[config.mk]
export PLATFORM = sky130hd
export DESIGN_NAME = abus_initiator_flat
export DESIGN_NICKNAME = d
export VERILOG_FILES = /design/src/rtl/abus_pkg.sv /design/src/rtl/abus_if.sv /design/src/rtl/abus_region_decode.sv /design/src/rtl/abus_initiator.sv /design/src/flat_wrapper.sv
export SDC_FILE = /design/constraint.sdc
export NUM_CORES = 1
export LEC_CHECK = 0
export BUFFER_PORTS_ARGS = -buffer_cell sky130_fd_sc_hd__buf_4
export CAP_MARGIN = 0
export CORE_ASPECT_RATIO = 1.4
export CORE_MARGIN = 2
export CORE_UTILIZATION = 40
export CTS_CLUSTER_DIAMETER = 30
export DETAILED_ROUTE_END_ITERATION = 12
export PLACE_DENSITY_LB_ADDON = 0.3
export SLEW_MARGIN = 20
export SYNTH_ARGS = -nofsm -noshare
export SYNTH_HDL_FRONTEND = slang
export SYNTH_SLANG_ARGS = --single-unit
[constraint.sdc]
create_clock -name CLK -period 4.6 [get_ports CLK]
set_input_delay 0.46 -clock CLK [delete_from_list [all_inputs] [get_ports CLK]]
set_output_delay 0.46 -clock CLK [all_outputs]
set_load 0.1 [all_outputs]
[src/rtl/abus_pkg.sv]
// -----------------------------------------------------------------------------
// abus_pkg -- shared types and constants for the Saturn A-bus initiator.
//   state_t   : transfer sequencer states
//   region_t  : decoded chip-select region (CS0/CS1/CS2 or unmapped)
//   CSn_BASE/CSn_LIMIT : inclusive byte-address windows of each region
//   OPEN_BUS  : value returned for reads that nobody answers
// -----------------------------------------------------------------------------
package abus_pkg;

  typedef enum logic [2:0] {IDLE, SETUP, STROBE, WAIT, HOLD} state_t;
  typedef enum logic [1:0] {CS0, CS1, CS2, NONE} region_t;

  localparam logic [26:0] CS0_BASE  = 27'h200_0000;
  localparam logic [26:0] CS0_LIMIT = 27'h3FF_FFFF;
  localparam logic [26:0] CS1_BASE  = 27'h400_0000;
  localparam logic [26:0] CS1_LIMIT = 27'h4FF_FFFF;
  localparam logic [26:0] CS2_BASE  = 27'h580_0000;
  localparam logic [26:0] CS2_LIMIT = 27'h58F_FFFF;

  localparam logic [15:0] OPEN_BUS = 16'hFFFF;

  // Windows start even and end odd, so address bit 0 never affects the result.
  function automatic logic in_window(logic [26:0] a, logic [26:0] base, logic [26:0] limit);
    return (a >= base) && (a <= limit);
  endfunction

  // Fixed wait length clamped into the 8-bit counter range, never below one tick.
  function automatic logic [7:0] wait_ticks(int n);
    if (n < 1)   return 8'd1;
    if (n > 255) return 8'd255;
    return 8'(n);
  endfunction

  // Active-low chip-select pattern {ACS2_N, ACS1_N, ACS0_N} for a region.
  function automatic logic [2:0] cs_n_of(region_t r);
    case (r)
      CS0:     return 3'b110;
      CS1:     return 3'b101;
      CS2:     return 3'b011;
      default: return 3'b111;
    endcase
  endfunction

endpackage

[src/rtl/abus_if.sv]
// -----------------------------------------------------------------------------
// abus_if -- Saturn A-bus signal bundle.
//   AA[25:0]  address            ADO[15:0] write data      ADI[15:0] read data
//   AFC[1:0]  function code      ACS0_N/ACS1_N/ACS2_N chip selects
//   ARD_N     read strobe        AWRL_N/AWRU_N lower/upper byte write strobes
//   AWAIT_N   responder wait request, active-low
// Modports: master (the initiator), slave (a cartridge/protection responder).
// -----------------------------------------------------------------------------
interface abus_if;
  logic [25:0] AA;
  logic [15:0] ADO;
  logic [15:0] ADI;
  logic [1:0]  AFC;
  logic        ACS0_N;
  logic        ACS1_N;
  logic        ACS2_N;
  logic        ARD_N;
  logic        AWRL_N;
  logic        AWRU_N;
  logic        AWAIT_N;

  modport master (
    output AA, ADO, AFC, ACS0_N, ACS1_N, ACS2_N, ARD_N, AWRL_N, AWRU_N,
    input  ADI, AWAIT_N
  );

  modport slave (
    input  AA, ADO, AFC, ACS0_N, ACS1_N, ACS2_N, ARD_N, AWRL_N, AWRU_N,
    output ADI, AWAIT_N
  );
endinterface

[src/rtl/abus_region_decode.sv]
// -----------------------------------------------------------------------------
// abus_region_decode -- combinational address decode.
//   addr[26:0]     : requested byte address
//   region         : CS0 / CS1 / CS2 / NONE
//   wait_len[7:0]  : fixed strobe length of that region in CE_R ticks (>= 1)
// -----------------------------------------------------------------------------
module abus_region_decode
  import abus_pkg::*;
#(
  parameter int CS0_WAIT = 4,
  parameter int CS1_WAIT = 4,
  parameter int CS2_WAIT = 2
) (
  input  logic [26:0] addr,
  output region_t     region,
  output logic [7:0]  wait_len
);

  always_comb begin
    // NOTE: both outputs get a default first so no path through this block
    // leaves them unassigned, which would otherwise infer a latch.
    region   = NONE;
    wait_len = 8'd1;
    if (in_window(addr, CS0_BASE, CS0_LIMIT)) begin
      region   = CS0;
      wait_len = wait_ticks(CS0_WAIT);
    end else if (in_window(addr, CS1_BASE, CS1_LIMIT)) begin
      region   = CS1;
      wait_len = wait_ticks(CS1_WAIT);
    end else if (in_window(addr, CS2_BASE, CS2_LIMIT)) begin
      region   = CS2;
      wait_len = wait_ticks(CS2_WAIT);
    end
  end

endmodule

[src/rtl/abus_initiator.sv]
// -----------------------------------------------------------------------------
// abus_initiator -- A-bus master: turns one level-held read/write request into
// a chip-select + strobe sequence, with per-region fixed waits and AWAIT_N
// extension, and returns a one-CLK REQ_ACK.
//   CLK, RST_N (async, active-low), RES_N (sync soft reset, active-low)
//   CE_R      : bus-phase enable, every state advance waits for it
//   CE_F      : falling-phase enable, used to release strobes inside HOLD
//   REQ_A/REQ_DI/REQ_WE/REQ_RD : request (held until REQ_ACK; write wins)
//   REQ_DO/REQ_ACK/TIMEOUT     : completion
//   bus       : abus_if.master
// Optional build macro ABUS_TIMEOUT_EN: abort a transfer stuck in WAIT for
// TIMEOUT_CYC ticks (TIMEOUT_CYC exists only in that build; max 512).
// -----------------------------------------------------------------------------
module abus_initiator
  import abus_pkg::*;
#(
  parameter int CS0_WAIT = 4,
  parameter int CS1_WAIT = 4,
  parameter int CS2_WAIT = 2
`ifdef ABUS_TIMEOUT_EN
  , parameter int TIMEOUT_CYC = 256
`endif
) (
  input  logic        CLK,
  input  logic        RST_N,
  input  logic        RES_N,
  input  logic        CE_R,
  input  logic        CE_F,
  input  logic [26:0] REQ_A,
  input  logic [15:0] REQ_DI,
  input  logic [1:0]  REQ_WE,
  input  logic        REQ_RD,
  output logic [15:0] REQ_DO,
  output logic        REQ_ACK,
  output logic        TIMEOUT,
  abus_if.master      bus
);

  region_t    dec_region;
  logic [7:0] dec_wait;

  abus_region_decode #(
    .CS0_WAIT (CS0_WAIT),
    .CS1_WAIT (CS1_WAIT),
    .CS2_WAIT (CS2_WAIT)
  ) u_decode (
    .addr     (REQ_A),
    .region   (dec_region),
    .wait_len (dec_wait)
  );

  state_t      state;
  logic [2:0]  cs_n;      // {ACS2_N, ACS1_N, ACS0_N}
  logic        ard_n;
  logic        awrl_n;
  logic        awru_n;
  logic [25:0] aa;
  logic [15:0] ado;
  logic [1:0]  we;
  logic        is_wr;
  logic [7:0]  wait_len;
  logic [7:0]  cnt;       // STROBE ticks elapsed; stops at wait_len so never wraps
  logic [15:0] req_do;
  logic        req_ack;
`ifdef ABUS_TIMEOUT_EN
  localparam logic [8:0] TO_LAST = 9'(TIMEOUT_CYC - 1);
  logic [8:0]  to_cnt;    // WAIT ticks elapsed; abort fires before it could wrap
  logic        timeout_q;
`endif

  wire req_valid = REQ_RD || (|REQ_WE);

  always_ff @(posedge CLK or negedge RST_N) begin
    // NOTE: all state here uses non-blocking assignments so every register
    // samples the pre-edge values, independent of statement order.
    if (!RST_N) begin
      state <= IDLE;  cs_n <= 3'b111;  ard_n <= 1'b1;  awrl_n <= 1'b1;  awru_n <= 1'b1;
      aa <= '0;  ado <= '0;  we <= '0;  is_wr <= 1'b0;  wait_len <= 8'd1;  cnt <= '0;
      req_do <= '0;  req_ack <= 1'b0;
`ifdef ABUS_TIMEOUT_EN
      to_cnt <= '0;  timeout_q <= 1'b0;
`endif
    end else if (!RES_N) begin
      // Soft reset drops any transfer in flight without acknowledging it.
      state <= IDLE;  cs_n <= 3'b111;  ard_n <= 1'b1;  awrl_n <= 1'b1;  awru_n <= 1'b1;
      aa <= '0;  ado <= '0;  we <= '0;  is_wr <= 1'b0;  wait_len <= 8'd1;  cnt <= '0;
      req_do <= '0;  req_ack <= 1'b0;
`ifdef ABUS_TIMEOUT_EN
      to_cnt <= '0;  timeout_q <= 1'b0;
`endif
    end else begin
      req_ack <= 1'b0;
`ifdef ABUS_TIMEOUT_EN
      timeout_q <= 1'b0;
`endif
      // Early strobe release inside HOLD gives the responder data hold time
      // while CS stays asserted until the next CE_R.
      if (state == HOLD && CE_F) begin
        ard_n <= 1'b1;  awrl_n <= 1'b1;  awru_n <= 1'b1;
      end

      if (CE_R) begin
        unique case (state)
          IDLE: begin
            // The requester still holds its request while REQ_ACK is high;
            // refusing it then keeps one request from being served twice.
            if (req_valid && !req_ack) begin
              aa       <= REQ_A[25:0];
              ado      <= REQ_DI;
              we       <= REQ_WE;
              is_wr    <= |REQ_WE;
              wait_len <= dec_wait;
              if (dec_region == NONE) begin
                if (!(|REQ_WE)) req_do <= OPEN_BUS;
                req_ack <= 1'b1;
              end else begin
                cs_n  <= cs_n_of(dec_region);
                state <= SETUP;
              end
            end
          end
          SETUP: begin
            if (is_wr) begin
              awru_n <= ~we[1];
              awrl_n <= ~we[0];
            end else begin
              ard_n <= 1'b0;
            end
            cnt   <= 8'd1;
            state <= STROBE;
          end
          STROBE: begin
            if (cnt >= wait_len) begin
              if (bus.AWAIT_N) begin
                if (!is_wr) req_do <= bus.ADI;
                state <= HOLD;
              end else begin
`ifdef ABUS_TIMEOUT_EN
                to_cnt <= '0;
`endif
                state <= WAIT;
              end
            end else begin
              cnt <= cnt + 8'd1;
            end
          end
          WAIT: begin
            if (bus.AWAIT_N) begin
              if (!is_wr) req_do <= bus.ADI;
              state <= HOLD;
            end
`ifdef ABUS_TIMEOUT_EN
            else if (to_cnt == TO_LAST) begin
              cs_n  <= 3'b111;
              ard_n <= 1'b1;  awrl_n <= 1'b1;  awru_n <= 1'b1;
              if (!is_wr) req_do <= OPEN_BUS;
              req_ack   <= 1'b1;
              timeout_q <= 1'b1;
              state     <= IDLE;
            end else begin
              to_cnt <= to_cnt + 9'd1;
            end
`endif
          end
          HOLD: begin
            // Strobes are normally already released by CE_F; this covers a
            // HOLD tick that saw no CE_F.
            cs_n    <= 3'b111;
            ard_n   <= 1'b1;  awrl_n <= 1'b1;  awru_n <= 1'b1;
            req_ack <= 1'b1;
            state   <= IDLE;
          end
          default: state <= IDLE;
        endcase
      end
    end
  end

  assign bus.AA     = aa;
  assign bus.ADO    = ado;
  assign bus.AFC    = 2'b00;
  assign bus.ACS0_N = cs_n[0];
  assign bus.ACS1_N = cs_n[1];
  assign bus.ACS2_N = cs_n[2];
  assign bus.ARD_N  = ard_n;
  assign bus.AWRL_N = awrl_n;
  assign bus.AWRU_N = awru_n;
  assign REQ_DO     = req_do;
  assign REQ_ACK    = req_ack;
`ifdef ABUS_TIMEOUT_EN
  assign TIMEOUT    = timeout_q;
`else
  assign TIMEOUT    = 1'b0;
`endif

endmodule
[src/flat_wrapper.sv]
// flat-port wrapper written by rule: the top's interface ports become plain ports
module abus_initiator_flat import abus_pkg::*;
#(
  parameter int CS0_WAIT = 4,
  parameter int CS1_WAIT = 4,
  parameter int CS2_WAIT = 2

)
  (CLK, RST_N, RES_N, CE_R, CE_F, REQ_A, REQ_DI, REQ_WE, REQ_RD, REQ_DO, REQ_ACK, TIMEOUT, bus_AA, bus_ADO, bus_AFC, bus_ACS0_N, bus_ACS1_N, bus_ACS2_N, bus_ARD_N, bus_AWRL_N, bus_AWRU_N, bus_ADI, bus_AWAIT_N);
  abus_if bus_i ();
  input  logic CLK;
  input  logic RST_N;
  input  logic RES_N;
  input  logic CE_R;
  input  logic CE_F;
  input  logic [26:0] REQ_A;
  input  logic [15:0] REQ_DI;
  input  logic [1:0] REQ_WE;
  input  logic REQ_RD;
  output logic [15:0] REQ_DO;
  output logic REQ_ACK;
  output logic TIMEOUT;
  output wire logic [$bits(bus_i.AA)-1:0] bus_AA;
  output wire logic [$bits(bus_i.ADO)-1:0] bus_ADO;
  output wire logic [$bits(bus_i.AFC)-1:0] bus_AFC;
  output wire logic [$bits(bus_i.ACS0_N)-1:0] bus_ACS0_N;
  output wire logic [$bits(bus_i.ACS1_N)-1:0] bus_ACS1_N;
  output wire logic [$bits(bus_i.ACS2_N)-1:0] bus_ACS2_N;
  output wire logic [$bits(bus_i.ARD_N)-1:0] bus_ARD_N;
  output wire logic [$bits(bus_i.AWRL_N)-1:0] bus_AWRL_N;
  output wire logic [$bits(bus_i.AWRU_N)-1:0] bus_AWRU_N;
  input wire logic [$bits(bus_i.ADI)-1:0] bus_ADI;
  input wire logic [$bits(bus_i.AWAIT_N)-1:0] bus_AWAIT_N;
  assign bus_AA = bus_i.AA;
  assign bus_ADO = bus_i.ADO;
  assign bus_AFC = bus_i.AFC;
  assign bus_ACS0_N = bus_i.ACS0_N;
  assign bus_ACS1_N = bus_i.ACS1_N;
  assign bus_ACS2_N = bus_i.ACS2_N;
  assign bus_ARD_N = bus_i.ARD_N;
  assign bus_AWRL_N = bus_i.AWRL_N;
  assign bus_AWRU_N = bus_i.AWRU_N;
  assign bus_i.ADI = bus_ADI;
  assign bus_i.AWAIT_N = bus_AWAIT_N;
  abus_initiator #(.CS0_WAIT(CS0_WAIT), .CS1_WAIT(CS1_WAIT), .CS2_WAIT(CS2_WAIT)) u_core (.CLK(CLK), .RST_N(RST_N), .RES_N(RES_N), .CE_R(CE_R), .CE_F(CE_F), .REQ_A(REQ_A), .REQ_DI(REQ_DI), .REQ_WE(REQ_WE), .REQ_RD(REQ_RD), .REQ_DO(REQ_DO), .REQ_ACK(REQ_ACK), .TIMEOUT(TIMEOUT), .bus(bus_i));
endmodule
# After elaboration in Yosys (flattened, before gate mapping)
# Index checks and enable logic that the tools add are counted.
totals:
  reg_bits: 87
  output_inout_bits: 68
  wordCells: 131
  in_bits: 68
op_classes:
  n_addsub: 1
  muxes: 73
  eq_ne: 20
  bitwise: 2
  n_reduce_logical: 15
  magnitude_cmp: 7
ops:
  columns: ["operator", "n"]
  rows:
  - ["$mux W16", 12]
  - ["$mux W26", 4]
  - ["$mux W8", 7]
  - ["$ge A27 B27 Y1 const B", 2]
  - ["$le A27 B27 Y1 const B", 2]
  - ["$pmux W16 S3", 1]
  - ["$mux W3", 13]
  - ["$ge A27 B26 Y1 const B", 1]
  - ["$le A27 B26 Y1 const B", 1]
  - ["$mux W1", 21]
  - ["$pmux W8 S2", 1]
  - ["$mux W2", 7]
  - ["$ne A3 B3 Y1 const B", 4]
  - ["$pmux W3 S4", 1]
  - ["$ne A3 B2 Y1 const B", 3]
  - ["$pmux W3 S3", 1]
  - ["$add A8 B1 Y8 const B", 1]
  - ["$ge A8 B8 Y1", 1]
  - ["$pmux W1 S2", 4]
  - ["$eq A3 B2 Y1 const B", 2]
  - ["$ne A2 B1 Y1 const B", 3]
  - ["$ne A3 B1 Y1 const B", 2]
  - ["$pmux W3 S2", 1]
  - ["$reduce_and A3 Y1", 2]
  - ["15 further kinds", 21]

# Depth between registers and ports, before layout
depth:
  depth_word: 12
  depth_mapped: 8
  depth_no_buf: 7

# Cells and area by module
# From an unflattened synthesis, not the netlist that was laid out.
hier_totals:
  cells_unflattened: 475
  area_unflattened_um2: 4310.4
by_module_without_submodules:
  columns: ["module", "area_per_inst_um2", "n_inst", "seq_area_each_um2", "cells_each"]
  rows:
  - ["abus_initiator", 4195.3, 1, 2185.8, 460]
  - ["abus_region_decode", 115.1, 1, 0.0, 15]

# Worst setup path before layout
# No wires, ideal clock.
synth_path:
  path_type: "register to register"
  from: "register u_core.req_ack, in the netlist u_core.REQ_ACK"
  to: "register u_core.req_do[15], in the netlist u_core.REQ_DO[15]"
  path_stages_with_launch: 6
  period_less_slack_ns: 2.064
  arrival_time_ns: 1.985
  required_time_ns: 4.521
  setup_ns: 0.079
  n_path_buf: 1
  slack_ns: 2.536
  path_cell_list: "dfrtp_1 > nor2_1 > a41oi_2 > a21oi_4 > buf_6 > mux2i_1"
synth_via:
  elab_chain_len: 4
synth_rtl:
  columns: ["item", "line", "source"]
  rows:
  - ["start: declaration", "abus_initiator.sv:64", "logic req_ack;"]
  - ["start signal: assignment", "abus_initiator.sv:79", "req_do <= '0; req_ack <= 1'b0;"]
  - ["start signal: assignment", "abus_initiator.sv:87", "req_do <= '0; req_ack <= 1'b0;"]
  - ["start signal: assignment", "abus_initiator.sv:92", "req_ack <= 1'b0;"]
  - ["$logic_not A1 Y1", "abus_initiator.sv:107", "if (req_valid && !req_ack) begin"]
  - ["$logic_and A1 B1 Y1", "abus_initiator.sv:107", null]
  - ["$ne A3 B2 Y1 (no source line)", null, null]
  - ["$reduce_and A6 Y1 (no source line)", null, null]
  - ["end signal: assignment", "abus_initiator.sv:135", "if (!is_wr) req_do <= bus.ADI;"]
  - ["end signal: assignment", "abus_initiator.sv:149", "if (!is_wr) req_do <= bus.ADI;"]
  - ["end: declaration", "abus_initiator.sv:63", "logic [15:0] req_do;"]
# No other way between the ends.
# A chain may end at the register's enable or synchronous reset.

# Worst setup path after layout
layout_path:
  from: "register u_core.req_ack, in the netlist u_core.REQ_ACK"
  to: "register u_core.aa[20], in the netlist u_core.bus.AA[20]"
layout_via:
  elab_chain_len: 4
layout_rtl:
  columns: ["item", "line", "source"]
  rows:
  - ["$logic_not A1 Y1", "abus_initiator.sv:107", null]
  - ["$logic_and A1 B1 Y1", "abus_initiator.sv:107", null]
  - ["$ne A2 B1 Y1 (no source line)", null, null]
  - ["$reduce_and A3 Y1 (no source line)", null, null]
  - ["end signal: assignment", "abus_initiator.sv:108", "aa <= REQ_A[25:0];"]
  - ["end: declaration", "abus_initiator.sv:57", "logic [25:0] aa;"]
# No other way between the ends.

==> results by group <==
Place
  – Post-DP Area: 0.00467 mm^2
  – Dpl hpwl: 6420 um
  – GP Congestion: 0.858
  – Port Buf Inserts: 132
  – Cells after DPL: 530

Synthesis
  – Mapped Avg Cell Area: 11.7 um^2
  – Count of different cell masters after synthesis: 53
  – Top cells by area, synth: dfrtp_1, a22o_1, dfstp_2, mux2i_1, o21ai_0
  – Post-synth EDFFs: 0
  – Asr flop ratio synth: 100%
  – Largest area contributor in the netlist: dfrtp_1
  – Mapped cell area: 0.00364 mm^2
  – Top cell type's share of synthesized area: 51.6%
  – Yosys warnings: 0
  – #FFs+latches synth: 82
  – Sequential share of the synthesized area: 56.6%
  – Post-Syn Instances: 310
  – Dominant synthesized flop cell: dfrtp_1

Setup path
  – CP max FO: 24
  – Reg2Reg Depth: 4
  – Critical Path Sink: u_core.bus.AA[20]
  – Critical Path Start: u_core.REQ_ACK
  – CP required: 4.87 ns
  – Reg2reg end: u_core.bus.AA[20]
  – Crit path launch type: flip-flop
  – Crit path DAT: 2.57 ns
  – Reg-to-Reg Start: u_core.REQ_ACK
  – Worst Setup End Kind: flip-flop
  – Setup CP Type: reg2reg
  – Flop-to-flop setup slack: 2.29 ns

Routing
  – Vias: 2910
  – Router iterations before antenna repair: 4
  – Initial drt markers: 249
  – Overall routed net length: 9030 um
  – Post-DRT Antenna Nets: 0
  – DRC viols: 0
  – Vias per cell: 5.33
  – WL/cell: 16.5 um

Hold path
  – Worst hold path type: in2async

Finish
  – Cell area after layout: 0.00499 mm^2
  – Area of the multi-input gates: 0.00138 mm^2
  – ANT cells: 0
  – Sequential cell area: 0.00206 mm^2
  – NumNets Final: 507
  – Layout cells sized above 1: 38.0%
  – Most common cell after layout, fill and taps aside: buf_4
  – Non-filler cells in the finished layout: 546
  – Final Core Density: 55.9%
  – Most frequent cells in the layout: buf_4, dfrtp_1, a22o_1
  – Area growth, synth to finish: 37.2%
  – Filler Cells Inserted: 784

Timing
  – Fin crit share: 50.1%
  – Fin. Hold Viols: 0
  – Setup TNS: 0 ns
  – Minimum clock period: 2.31 ns
  – Unrepaired setup endpoints after global routing: false
  – Final setup fails: 0
  – FMAX: 0.434 GHz
  – Worst Max-Slew Pin Slew: 0.832 ns
  – Slew Viols, Final: 0
  – Worst setup skew after layout: 0.00560 ns
  – Max-slew headroom: 44.6%

Die
  – Die area: 0.00989 mm^2
  – Die W: 84.6 um
  – Core ar.: 0.00893 mm^2
  – Die Height: 117 um
  – FP Rows: 41
  – Starting density of the core: 40.8%
  – IO Count: 136

CTS
  – Reg clk slew, reported paths: 0.06 ns
  – # resized after CTS: 0
  – CTS tree: built
  – Post-CTS Setup Inserts: 0
  – Max clock buf depth: 2
  – H-tree depth: 3
  – Clk root buf: clkbuf_16
  – Num Clock Sinks: 82
  – Worst-skew pair later-pin latency: 0.33 ns
  – CTS buffer count: 9
  – # hold bufs at CTS: 0

Power
  – Pleak: 0.00251 uW
  – Max VDD drop: 0.283 mV
  – PwrDens: 494 mW/mm^2

Global route
  – Antenna violations before repair: 0
  – Gr usage total: 18.0%
  – Vias in the first global route: 2830
  – First-pass GRT wire length: 14100 um
  – Overflow after GRT: 0
  – Largest net degree at the start of global routing: 83

Status
  – Run status: finished clean

Job
  – Max Cap Viol: 0
-- metal layers --
layer	GRT usage, %	wire [um]	vias to the layer above
met4	9.31	244	0
met5	0	0	-
li1	-	-	1373
met2	28.6	4650	108
met1	24.1	3720	1408
met3	2.81	421	21
-- critical path, cell delays in order (launching register included) --
cell     delay [ns]
dfrtp_1        0.40
nor2_1         0.42
and4_1         0.84
buf_4          0.40
a22o_1         0.17
-- area by class of cell --
cell class              instances  share of cell area [%]
flip-flops and latches         82                    41.3
clock inverters                 3                   0.802
well taps                     107                    2.68
repair buffers                134                    20.6
clock buffers                  12                    4.94
multi-input cells             182                    27.7
inverters                      26                    1.95
-- stage by stage --
step / hold slack [ns] / setup slack, ns / power, uW
after floorplan: 0.164 / 2.54 / 1550
after global placement: 0.467 / 2.17 / 1770
after detailed placement: 0.474 / 2.07 / 1780
after CTS: 0.334 / 2.26 / 2480
after global routing: 0.226 / 2.11 / 2550
final: 0.150 / 2.29 / 2460
-- registers in the layout (all words and copies together), names as in the netlist --
| register | flops |
|---|---|
| u_core.REQ_DO | 16 |
| u_core.cnt | 8 |
| u_core.is_wr | 1 |
| u_core.bus.AWRL_N | 1 |
| u_core.we | 2 |
| u_core.bus.AWRU_N | 1 |
| u_core.bus.AA | 26 |
| u_core.bus.ARD_N | 1 |
| u_core.state | 3 |
| u_core.REQ_ACK | 1 |
| u_core.bus.ADO | 16 |
| u_core.cs_n | 3 |
| u_core.wait_len | 3 |
-- cell usage after synthesis (4+ instances only) --
cell      instances
a21oi_1           4
a22o_1           45
and3_1            6
buf_2            12
clkbuf_1          6
dfrtp_1          75
dfstp_2           7
ha_1              4
inv_1            25
mux2i_1          16
nand2_1          12
nand2b_1          5
nor2_1           11
nor3_1            4
o21ai_0          23
-- logic make-up after synthesis --
family,share of synthesized area [%]
compound gates,21.4
flops,56.6
simple gates,9.32
buf+inv,5.88
mux,5.33
fa+ha+maj,1.38
other cells,0.103
-- where the power goes --
part	leakage (uW)	internal (uW)	switching, uW	total, uW
clock	0.000142	430	264	695
sequential	0.00106	801	55.4	856
combinational	0.00131	210	704	914
-- worst min-delay path by stage --
stage,startpoint,to,slack [ns],cells past startpoint
global placement,u_core.wait_len[2],u_core.wait_len[2],0.47,2
floorplan,RST_N,u_core.REQ_ACK,0.16,0
detailed placement,u_core.wait_len[2],u_core.wait_len[2],0.47,2
global route,RST_N,u_core.bus.AA[23],0.23,1
CTS,REQ_DI[10],u_core.bus.ADO[10],0.33,2
finish,RST_N,u_core.bus.AA[23],0.15,1
Power figures use the tool's default switching activity.
